===== src/rtl/shift_pipe.sv =====
// shift_pipe: two-stage pipelined barrel shifter (SLL / SRA / ROR / SRL)
// with valid/ready handshakes on both sides and a sideband tag.
// Stage S1 shifts by shamt[1:0]; stage S2 shifts by 4*shamt[SHAMT_W-1:2].
// The original sign bit travels with the operation so that a two-step SRA
// equals a single arithmetic shift by the full amount.
module shift_pipe #(
  parameter int WIDTH   = 16,
  parameter int SHAMT_W = 4,
  parameter int TAG_W   = 4
) (
  input  logic               clk,
  input  logic               rst,
  input  logic               in_valid,
  output logic               in_ready,
  input  logic [WIDTH-1:0]   in_data,
  input  logic [SHAMT_W-1:0] in_shamt,
  input  logic [1:0]         in_mode,
  input  logic [TAG_W-1:0]   in_tag,
  output logic               out_valid,
  input  logic               out_ready,
  output logic [WIDTH-1:0]   out_data,
  output logic               out_zero,
  output logic [TAG_W-1:0]   out_tag,
  output logic               busy
);

  localparam int HI_W = SHAMT_W - 2;

  localparam logic [1:0] MODE_SLL = 2'b00;
  localparam logic [1:0] MODE_SRA = 2'b01;
  localparam logic [1:0] MODE_ROR = 2'b10;
  localparam logic [1:0] MODE_SRL = 2'b11;

  // Shift data by amt under mode; sign supplies the SRA fill bit.
  function automatic logic [WIDTH-1:0] shift_op(
    input logic [WIDTH-1:0]   data,
    input logic [SHAMT_W-1:0] amt,
    input logic [1:0]         mode,
    input logic               sign
  );
    logic [WIDTH-1:0] ones;
    logic [SHAMT_W:0] lamt;
    logic [WIDTH-1:0] res;
    ones = {WIDTH{1'b1}};
    // Left-shift amount completing a rotate; amt = 0 gives WIDTH, i.e. no wrap bits.
    lamt = (SHAMT_W + 1)'(WIDTH) - {1'b0, amt};
    case (mode)
      MODE_SLL: res = data << amt;
      MODE_SRA: res = (data >> amt) | (sign ? ~(ones >> amt) : {WIDTH{1'b0}});
      MODE_ROR: res = (data >> amt) | (data << lamt);
      MODE_SRL: res = data >> amt;
      default:  res = data;
    endcase
    return res;
  endfunction

  // Stage S1 state
  logic               s1_valid;
  logic [WIDTH-1:0]   s1_data;
  logic [HI_W-1:0]    s1_hi;
  logic [1:0]         s1_mode;
  logic               s1_sign;
  logic [TAG_W-1:0]   s1_tag;

  // Stage S2 state (drives the outputs directly)
  logic               s2_valid;
  logic [WIDTH-1:0]   s2_data;
  logic               s2_zero;
  logic [TAG_W-1:0]   s2_tag;

  // Handshake and datapath combinational values
  logic               s2_adv;
  logic               s1_adv;
  logic               accept;
  logic [WIDTH-1:0]   s1_next_data;
  logic [WIDTH-1:0]   s2_next_data;
  logic               s2_next_zero;

  // Advance conditions: S2 moves when empty or drained; S1 moves when empty or S2 moves.
  always_comb begin
    s2_adv = 1'b0;
    s1_adv = 1'b0;
    accept = 1'b0;
    if (!s2_valid || out_ready) begin
      s2_adv = 1'b1;
    end else begin
      s2_adv = 1'b0;
    end
    if (!s1_valid || s2_adv) begin
      s1_adv = 1'b1;
    end else begin
      s1_adv = 1'b0;
    end
    accept = in_valid && s1_adv;
  end

  // Fine and coarse shift datapaths plus the result zero detect.
  always_comb begin
    s1_next_data = shift_op(in_data, {{HI_W{1'b0}}, in_shamt[1:0]}, in_mode,
                            in_data[WIDTH-1]);
    s2_next_data = shift_op(s1_data, {s1_hi, 2'b00}, s1_mode, s1_sign);
    s2_next_zero = (s2_next_data == {WIDTH{1'b0}});
  end

  // Stage S1 register: loads a new operation when one is accepted.
  always_ff @(posedge clk or posedge rst) begin
    if (rst) begin
      s1_valid <= 1'b0;
      s1_data  <= {WIDTH{1'b0}};
      s1_hi    <= {HI_W{1'b0}};
      s1_mode  <= 2'b00;
      s1_sign  <= 1'b0;
      s1_tag   <= {TAG_W{1'b0}};
    end else if (s1_adv) begin
      s1_valid <= accept;
      if (accept) begin
        s1_data <= s1_next_data;
        s1_hi   <= in_shamt[SHAMT_W-1:2];
        s1_mode <= in_mode;
        s1_sign <= in_data[WIDTH-1];
        s1_tag  <= in_tag;
      end
    end
  end

  // Stage S2 register: takes the S1 operation when S2 may advance; holds otherwise.
  always_ff @(posedge clk or posedge rst) begin
    if (rst) begin
      s2_valid <= 1'b0;
      s2_data  <= {WIDTH{1'b0}};
      s2_zero  <= 1'b0;
      s2_tag   <= {TAG_W{1'b0}};
    end else if (s2_adv) begin
      s2_valid <= s1_valid;
      if (s1_valid) begin
        s2_data <= s2_next_data;
        s2_zero <= s2_next_zero;
        s2_tag  <= s1_tag;
      end
    end
  end

  // Output mapping: results come straight from S2 registers.
  always_comb begin
    in_ready  = s1_adv;
    out_valid = s2_valid;
    out_data  = s2_data;
    out_zero  = s2_zero;
    out_tag   = s2_tag;
    busy      = s1_valid | s2_valid;
  end

endmodule


===== config.mk =====
export PLATFORM = sky130hd
export DESIGN_NAME = shift_pipe
export DESIGN_NICKNAME = d
export VERILOG_FILES = /design/src/rtl/shift_pipe.sv
export SDC_FILE = /design/constraint.sdc
export NUM_CORES = 1
export LEC_CHECK = 0
export CORE_AREA = 3 3 100 78
export DETAILED_ROUTE_END_ITERATION = 8
export DIE_AREA = 0 0 103 81
export PLACE_DENSITY = 0.8
export SYNTH_ARGS = -nofsm -noshare
export SYNTH_HDL_FRONTEND = slang
export SYNTH_SLANG_ARGS = --single-unit

===== constraint.sdc =====
create_clock -name clk -period 3.95 [get_ports clk]
set_input_delay 0.5925 -clock clk [delete_from_list [all_inputs] [get_ports clk]]
set_output_delay 0.5925 -clock clk [all_outputs]
set_load 0.03 [all_outputs]

== Word level (Yosys, flattened, before mapping) ==
Index checks and enable logic that the tools add are counted.

* Memories: 0
* RAM bits: 0
* Memory bits (read-only): 0
* Bits of input ports: 30
* Flip-flop bits (word level): 48
* Latch bits: 0
* Word-level logic and storage cells: 49
* Output and inout port bits: 24

* Mux-type cells: 6
* Eq/ne operators: 6
* Divide/modulo/power cells: 0
* Bitwise gates (word level): 7
* Shift-type cells: 8
* Multiply operators: 0
* $add $sub $neg: 2
* Reduce and logical (&&, ||, !) cells: 10
* $lt $le $gt $ge: 0

{| class="wikitable"
|+ Operators with widths
! cell !! count
|-
| 16-bit one-hot mux with 4 select lines || 2
|-
| 16-bit OR || 4
|-
| 16-bit two-way mux || 2
|-
| 16-bit NOT || 2
|-
| 16-bit by 5-bit << shifter with 16-bit output || 2
|-
| 16-bit zero test || 1
|-
| 16-bit by 2-bit << shifter with 16-bit output || 1
|-
| 16-bit by 4-bit << shifter with 16-bit output || 1
|-
| 16-bit by 2-bit >> shifter with 16-bit output || 1
|-
| 16-bit by 2-bit >> shifter with 16-bit output (first input constant) || 1
|-
| 16-bit by 4-bit >> shifter with 16-bit output || 1
|-
| 16-bit by 4-bit >> shifter with 16-bit output (first input constant) || 1
|-
| 2-bit equality test (second input constant) || 4
|-
| 5-bit by 2-bit subtractor with 5-bit output (first input constant) || 1
|-
| 5-bit by 4-bit subtractor with 5-bit output (first input constant) || 1
|-
| 2-bit by 1-bit equality test with 1-bit output (second input constant) || 2
|-
| 2-bit zero test || 2
|-
| 2-bit AND reduction || 2
|-
| 1-bit zero test || 2
|-
| 1-bit logical OR || 2
|-
| 1-bit two-way mux || 2
|-
| 1-bit logical AND || 1
|-
| 1-bit OR || 1
|}

== Logic depth before layout (Yosys ltp) ==
Gate-level depths: netlist of the first run.

* Depth in word-level cells: 7
* Depth in mapped cells: 11
* Mapped depth without buffers: 8

== Worst setup path after synthesis of the first run ==
Ideal clock, no wire load.

* Kind: register to register
* From: register s1_hi[0]
* To: register s2_zero, in the netlist out_zero
* Clock period less this slack: 2.877 ns
* Slack: 1.073 ns
* Data required time: 3.858 ns
* Cell stages (with the launch flop): 11
* Buffers on the path: 2
* Arrival time: 2.785 ns
* Setup time: 0.092 ns
* Cells stage by stage: dfrtp_1 -> buf_6 -> inv_1 -> buf_1 -> ha_1 -> and4b_1 -> and2_1 -> a221o_1 -> a2111oi_2 -> nand4_1 -> o31ai_2

* Cells in the longest elaborated chain, start to end: 6
* Elaborated cells between the ends (all ways): 11
* Those cells by class: 1 x add/sub; 4 x shift; 2 x mux; 3 x bitwise; 1 x reduce/logical

{| class="wikitable"
|+ Ends and longest elaborated chain
! element !! line !! RTL
|-
| start: declaration || 60 || <nowiki>logic [HI_W-1:0] s1_hi;</nowiki>
|-
| start signal: assignment || 110 || <nowiki>s1_hi <= {HI_W{1'b0}};</nowiki>
|-
| start signal: assignment || 118 || <nowiki>s1_hi <= in_shamt[SHAMT_W-1:2];</nowiki>
|-
| parallel branches: the longest is 4 deep, another holds 5-bit by 4-bit subtractor with 5-bit output || -- ||
|-
| 16-bit one-hot mux with 4 select lines (*) || 47 || <nowiki>case (mode)</nowiki>
|-
| 16-bit zero test (*) || 102 || <nowiki>s2_next_zero = (s2_next_data == {WIDTH{1'b0}});</nowiki>
|-
| end signal: assignment || 137 || <nowiki>s2_zero <= s2_next_zero;</nowiki>
|-
| end: declaration || 68 || <nowiki>logic s2_zero;</nowiki>
|}

Mark *: on every way between the ends.
A chain may end at the register's enable or synchronous reset.

== Final worst setup path of the first run ==
* From: register s1_mode[0]
* To: register s2_zero, in the netlist out_zero

* Cells in the longest elaborated chain, start to end: 3
* Elaborated cells between the ends (all ways): 6
* Those cells by class: 3 x eq/ne; 1 x mux; 2 x reduce/logical

{| class="wikitable"
|+ Ends and longest elaborated chain
! element !! line !! RTL
|-
| start: declaration || 61 || <nowiki>logic [1:0] s1_mode;</nowiki>
|-
| start signal: assignment || 119 || <nowiki>s1_mode <= in_mode;</nowiki>
|-
| 2-bit equality test (tied with other cells) || 47 ||
|-
| 16-bit one-hot mux with 4 select lines (*) || 47 ||
|-
| 16-bit zero test (*) || 102 ||
|}

Mark *: on every way between the ends. The rest lies on a longest branch, timed or not.

==> run_results.csv, run 1 <==
group,metric,value,unit
outcome,outcome,"finished clean",
pwr,p_per_area,445.8,nW/µm²
sta,rsz0062_at_grt,"false",
clock_network,clock_latency,0.30,ns
min_path,hold_start,"out_data[8]",
place,hpwl,7692,µm
sta,finalHoldViolations,0,
final_layout,diodes,0,
clock_network,cts_tree,"yes",
synthesis,synth.avg_cell_area,9.097,µm²
pwr,ir_drop,0.2448,mV
synthesis,synth_flop_cell,"dfrtp_1",
clock_network,cts_repair_resize_count,0,
worst_setup_path,cpPeakStageDelay,0.72,ns
global_routing,antenna_found_initial,0,
worst_setup_path,worst_ep_arrival_time,3.04,ns
global_routing,grt_pass1_wl,16820,µm
worst_setup_path,crit_type,"flop to flop",
floorplanning,ios,54,
worst_setup_path,rr_startpoint,"s1_mode[0]",
floorplanning,core,6832,µm²
pwr,p_leak,1.877,nW
floorplanning,initial_utilization,0.5606,
final_layout,nNetsFinal,499,
sta,setup_violations,0,
worst_setup_path,worst_path_most_repeated_cell,"inv_1",
synthesis,synth_edf_count,0,
drt,drtIter0Drc,429,
final_layout,multiInputGateArea,2446,µm²
sta,setup_ws,1.127,ns
worst_setup_path,critPathBufInv,2,
final_layout,fillers,575,
floorplanning,num_rows,26,
synthesis,syn_nets,462,
clock_network,clock-root-buffer,"clkbuf_8",
min_path,hold_path.class,"flop to flop",
global_routing,gr-max-usage-layer,"met1",
run,timing.max_cap.violations,0,
synthesis,ys_types,59,
final_layout,seq_area,1201,µm²
final_layout,syn_to_final_growth,18.23,%
place,port-buffer-count,53,
clock_network,h-tree-depth,2,
drt,routed_via_density,6.563,
global_routing,grt.met1_usage,0.4123,
synthesis,synth_warnings,0,
min_path,hold_depth,2,
worst_setup_path,start_kind,"flop",
worst_setup_path,path_cells,"inv_1 > ha_1 > inv_1 > o21ai_0 > a211oi_1 > a2111oi_0 > nand4_1 > o31ai_2",
sta,slew_headroom,0.3367,
synthesis,yosysSeqAreaShare,0.3136,
sta,fin_setup_tns,0,ns
clock_network,clkSinkCount,48,
floorplanning,dieArea,8343,µm²
worst_setup_path,endpoint_kind,"flop",
global_routing,grt.met3_usage,0.06695,
worst_setup_path,rr_worst_depth,8,
drt,firstDrtPassIters,5,
sta,fmax,0.3542,GHz
synthesis,synth_async_sr_flop_share,1.000,
drt,vias,3557,
worst_setup_path,r2r_end,"out_zero",
pwr,power,0.002019,W
worst_setup_path,path_delay_family,"compound AO/OA/AOI/OAI gates",
sta,fin_crit,2.823,ns
floorplanning,dieHeight,81,µm
clock_network,cts_buffers,5,
floorplanning,die_w,103,µm
synthesis,syn_area,3830,µm²
global_routing,use_met2,0.3489,
global_routing,gr-total-overflow,0,
drt,drc,0,
drt,post_drt_wl_per_cell,19.26,µm
clock_network,postCtsHoldBufs,0,
place,gp_congestion,1.002,
drt,ant_nets,0,
sta,tightest_slew,0.9935,ns
drt,postRouteWirelength,10440,µm
worst_setup_path,required,4.16,ns
worst_setup_path,cp_max_fo,11,
global_routing,grt_usage,0.2591,
clock_network,post_cts_buffers,0,
clock_network,path_clk_slew,0.09,ns
clock_network,cts_buffer_depth,2,
sta,post-route-period-util,0.7148,
sta,slew_violations,0,
synthesis,ys_ff_latch,48,
synthesis,syn_inst,421,
sta,hold_ws,0.4808,ns
place,place_ws,1.089,ns
min_path,hold_end,"out_data[8]",
final_layout,final_layout_size_suffix_gt1_frac,0.1266,
global_routing,grt_max_degree,49,
worst_setup_path,r2r_setup_slack,1.13,ns
sta,finClkSkew,0.006878,ns
global_routing,grt_pass1_vias,3199,
worst_setup_path,critPathSlowestCell,"a2111oi_0",
-- tightest hold or removal path, cell delays in order, from the launching register on --
cell and delay, ns:
dfrtp_1 0.35, nand2_1 0.05, o21ai_0 0.06
-- cells by family (layout without fill, tap and decap cells) --
group,count (synthesis),in the layout,synth area share
buffers and inverters,45,82,0.04770
multiplexers,61,61,0.2140
AND/OR/NAND/NOR,126,126,0.1598
AO/OA/AOI/OAI,130,130,0.2290
flip-flops,48,48,0.3136
adder cells (fa/ha/maj),11,11,0.03594
-- cell type report --
cell class	instances	area share
Clock inverter	2	0.01326
Multi-Input combinational cell	328	0.5402
Timing Repair Buffer	62	0.1321
Inverter	13	0.01078
Sequential cell	48	0.2653
Clock buffer	5	0.01520
Tap cell	84	0.02321
-- where the power goes --
| part | switching, W | internal [W] |
|---|---|---|
| Combinational | 0.000519 | 0.000393 |
| Sequential | 0.000103 | 0.000595 |
| Clock | 0.000159 | 0.000249 |
| Total | 0.000782 | 0.00124 |
-- layer usage --
| layer | up-vias | routed length (µm) |
|---|---|---|
| met3 | 13 | 1100 |
| met2 | 198 | 4436 |
| met1 | 1698 | 4778 |
| li1 | 1648 | - |
| met4 | 0 | 123 |
| met5 | - | 0 |
-- cells in the mapped netlist (all sizes together) (3+ instances only) --
| cell | count | area (µm²) |
|---|---|---|
| a2111oi | 3 | 32.53 |
| a211oi | 7 | 52.55 |
| a21oi | 15 | 75.07 |
| a221o | 3 | 30.03 |
| a22oi | 10 | 75.07 |
| a311o | 3 | 30.03 |
| a31oi | 3 | 18.77 |
| a32o | 3 | 30.03 |
| a32oi | 5 | 43.79 |
| a41oi | 5 | 43.79 |
| buf | 9 | 47.54 |
| clkbuf | 23 | 86.33 |
| dfrtp | 48 | 1201 |
| ha | 11 | 137.6 |
| inv | 13 | 48.80 |
| mux2 | 22 | 251.5 |
| mux2i | 26 | 260.3 |
| mux4 | 13 | 307.8 |
| nand2 | 56 | 210.2 |
| nand2b | 13 | 81.33 |
| nand3 | 5 | 25.02 |
| nand3b | 3 | 22.52 |
| nor2 | 22 | 82.58 |
| nor2b | 6 | 37.54 |
| o211ai | 10 | 75.07 |
| o21ai | 48 | 240.2 |
| or2 | 4 | 25.02 |
-- layout by cell type (no fill, tap or decap), types with 4 or more instances in the layout --
cell             instances
a211oi_1                 7
a21oi_1                 15
a22oi_1                 10
a32oi_1                  5
a41oi_1                  5
buf_4                    9
clkbuf_8                 5
clkdlybuf4s50_1         53
dfrtp_1                 48
ha_1                    11
inv_1                   12
mux2_2                  21
mux2i_1                 26
mux4_1                   4
mux4_2                   9
nand2_1                 56
nand2b_1                13
nand3_1                  5
nor2_1                  22
nor2b_1                  6
o211ai_1                10
o21ai_0                 48
or2_2                    4
-- sequential cells by signal (all words and copies together) (netlist names) --
| signal | count |
|---|---|
| out_valid | 1 |
| s1_mode | 2 |
| out_data | 16 |
| s1_hi | 2 |
| s1_tag | 4 |
| s1_sign | 1 |
| s1_data | 16 |
| s1_valid | 1 |
| out_tag | 4 |
| out_zero | 1 |
-- per-stage QoR --
step           instances    util  area, µm²
6_report             542  0.6628       4528
5_1_grt              542  0.6628       4528
4_1_cts              542  0.6628       4528
3_3_place_gp         535  0.6440       4399
2_1_floorplan        421       -       3830
3_5_place_dp         535  0.6440       4399
-- worst max-delay path by stage --
stage                      from  cells after the start           to  slack (ns)
floorplan              s1_hi[0]                     10     out_zero        1.07
global placement    in_shamt[0]                      8  s1_data[13]        1.15
detailed placement  in_shamt[0]                      8  s1_data[13]        1.09
CTS                    s1_hi[0]                      9     out_zero        1.21
global route         s1_mode[0]                      7     out_zero        0.95
finish               s1_mode[0]                      8     out_zero        1.13
Power figures use the tool's default switching activity.
==> run 2: changes to the inputs <==
CORE_AREA = 3 3 106 82   (was 3 3 100 78)
DIE_AREA = 0 0 109 85   (was 0 0 103 81)
PLACE_DENSITY = 0.76   (was 0.8)
clock period = 2.3 ns   (was 3.95 ns; I/O delays follow)
==> run_results.csv, run 2 (synthesized netlist as in run 1, its figures left out) <==
group,metric,value,unit
outcome,outcome,"finished, violations left",
outcome,failed_checks,"setup timing",
clock_network,h-tree-depth,2,
pwr,power.share.clock,0.143,
worst_setup_path,rr_worst_depth,9,
place,gp_congestion,0.9991,
worst_setup_path,start_kind,"flop",
final_layout,design_area,5047,µm²
final_layout,final_cell_mix,"buf_4, nand2_1, clkdlybuf4s50_1",
floorplanning,ios,54,
global_routing,gr-max-usage-layer,"met1",
pwr,ir_drop,0.4219,mV
sta,hold_ws,0.3792,ns
run,timing.max_cap.violations,0,
min_path,hold_path.class,"input pin to async pin",
global_routing,grt_pass1_wl,18420,µm
clock_network,cts_tree,"yes",
drt,post_drt_wl_per_cell,18.38,µm
place,hpwl,8797,µm
worst_setup_path,r2r_end,"out_zero",
clock_network,clock_latency,0.31,ns
final_layout,diodes,0,
floorplanning,dieArea,9265,µm²
pwr,share_comb_of_total_power,0.531,
pwr,p_leak,2.137,nW
global_routing,gr-total-overflow,0,
worst_setup_path,endpoint_kind,"flop",
global_routing,use_met2,0.3506,
final_layout,nNetsFinal,552,
sta,post-route-period-util,1.001,
worst_setup_path,worst_ep_arrival_time,2.53,ns
pwr,p_sw,0.001472,W
floorplanning,core,7812,µm²
sta,finalHoldViolations,0,
sta,fin_crit,2.302,ns
pwr,seqPwrFrac,0.327,
final_layout,syn_to_final_growth,31.79,%
floorplanning,initial_utilization,0.4902,
place,port-buffer-count,53,
global_routing,grt_usage,0.2486,
final_layout,final_common_cell,"buf_4",
sta,fmax,0.4343,GHz
drt,vias,3786,
sta,rsz0062_at_grt,"true",
sta,setup_violations,1,
clock_network,cts_buffer_depth,2,
floorplanning,num_rows,28,
clock_network,clock-root-buffer,"clkbuf_8",
pwr,cell_internal_pwr,0.002124,W
drt,postRouteWirelength,11340,µm
global_routing,grt_pass1_vias,3537,
floorplanning,die_w,109,µm
drt,routed_via_density,6.136,
global_routing,antenna_found_initial,0,
worst_setup_path,cp_max_fo,6,
place,dpl_cell_area,4867,µm²
final_layout,fin_util,0.6461,
clock_network,clkSinkCount,48,
global_routing,grt_max_degree,30,
clock_network,cts_buffers,5,
worst_setup_path,r2r_setup_slack,-0.002,ns
sta,slew_violations,0,
worst_setup_path,crit_type,"flop to flop",
worst_setup_path,required,2.53,ns
drt,ant_nets,0,
sta,setup_ws,-0.002399,ns
clock_network,path_clk_slew,0.10,ns
sta,finClkSkew,0.007851,ns
worst_setup_path,rr_startpoint,"s1_hi[0]",
drt,drc,0,
floorplanning,dieHeight,85,µm
global_routing,grt.met3_usage,0.04639,
pwr,p_sw_frac,0.4094,
sta,slew_headroom,0.4886,
sta,tightest_slew,0.7643,ns
global_routing,grt.met1_usage,0.3966,
final_layout,final_layout_size_suffix_gt1_frac,0.2500,
drt,drtIter0Drc,456,
drt,firstDrtPassIters,5,
pwr,p_per_area,712.4,nW/µm²
## run 2: cell types whose count changed in the layout (fill, tap and decap cells not counted), moves of 3 or more
cell,delta
inv_1,-3
buf_4,+50
ha_1,-4
ha_4,+3
## run 2: worst max path at each step
| stage | cells after the start | end | startpoint |
|---|---|---|---|
| final | 9 | out_zero | s1_hi[0] |
| after CTS | 9 | out_zero | s1_hi[0] |
| after global placement | 8 | s1_data[12] | in_shamt[0] |
| after detailed placement | 8 | s1_data[12] | in_shamt[0] |
| after global routing | 9 | out_zero | s1_hi[0] |
| after floorplan | 10 | out_zero | s1_hi[0] |
## run 2: final cells by class
type / instances / area, µm²
well taps: 105 / 131.4
multi-input cells: 328 / 2557
inverters: 13 / 53.80
flip-flops and latches: 48 / 1201
fillers: 657 / 2765
repair buffers: 115 / 1016
clock buffers: 5 / 68.82
clock inverters: 3 / 18.77
## run 2: worst max-delay path, stage by stage (launching register included)
cell and delay (ns):
dfrtp_1 0.39, buf_6 0.13, inv_6 0.04, ha_4 0.29
nand4bb_1 0.21, nor2_1 0.08, a2111o_1 0.43, a2111oi_4 0.32
nand2_1 0.10, o31ai_2 0.24
## run 2: stage by stage
step	setup slack, ns	TNS, ns	instances	power [W]
after floorplan	-0.02762	-0.02762	421	0.002239
after global routing	-0.1182	-0.1182	617	0.003795
final	-0.002399	-0.002399	617	0.003596
after CTS	-0.004176	-0.004176	617	0.003522
after detailed placement	-0.3087	-0.5085	608	0.002993
after global placement	-0.2853	-0.3153	608	0.002969
## run 2: what timing repair did
action	in CTS	in global routing
setup endpoints to repair	1	2
pin swaps	1	1
hold buffers	0	0
resized for setup	6	11
setup buffers	1	0
## run 2: metal layers
| layer | vias to the layer above | part of all wire |
|---|---|---|
| met5 | - | 0 |
| met4 | 0 | 0.013 |
| met3 | 19 | 0.090 |
| met2 | 183 | 0.43 |
| met1 | 1821 | 0.47 |
| li1 | 1763 | - |
## run 2: power by group through the flow
stage               Sequential, W  Combinational, W  Clock, W
floorplan                 0.00138          0.000862         0
global placement          0.00118           0.00179         0
detailed placement        0.00119           0.00181         0
CTS                       0.00117           0.00183  0.000519
global route              0.00120           0.00204  0.000553
finish                    0.00117           0.00191  0.000513
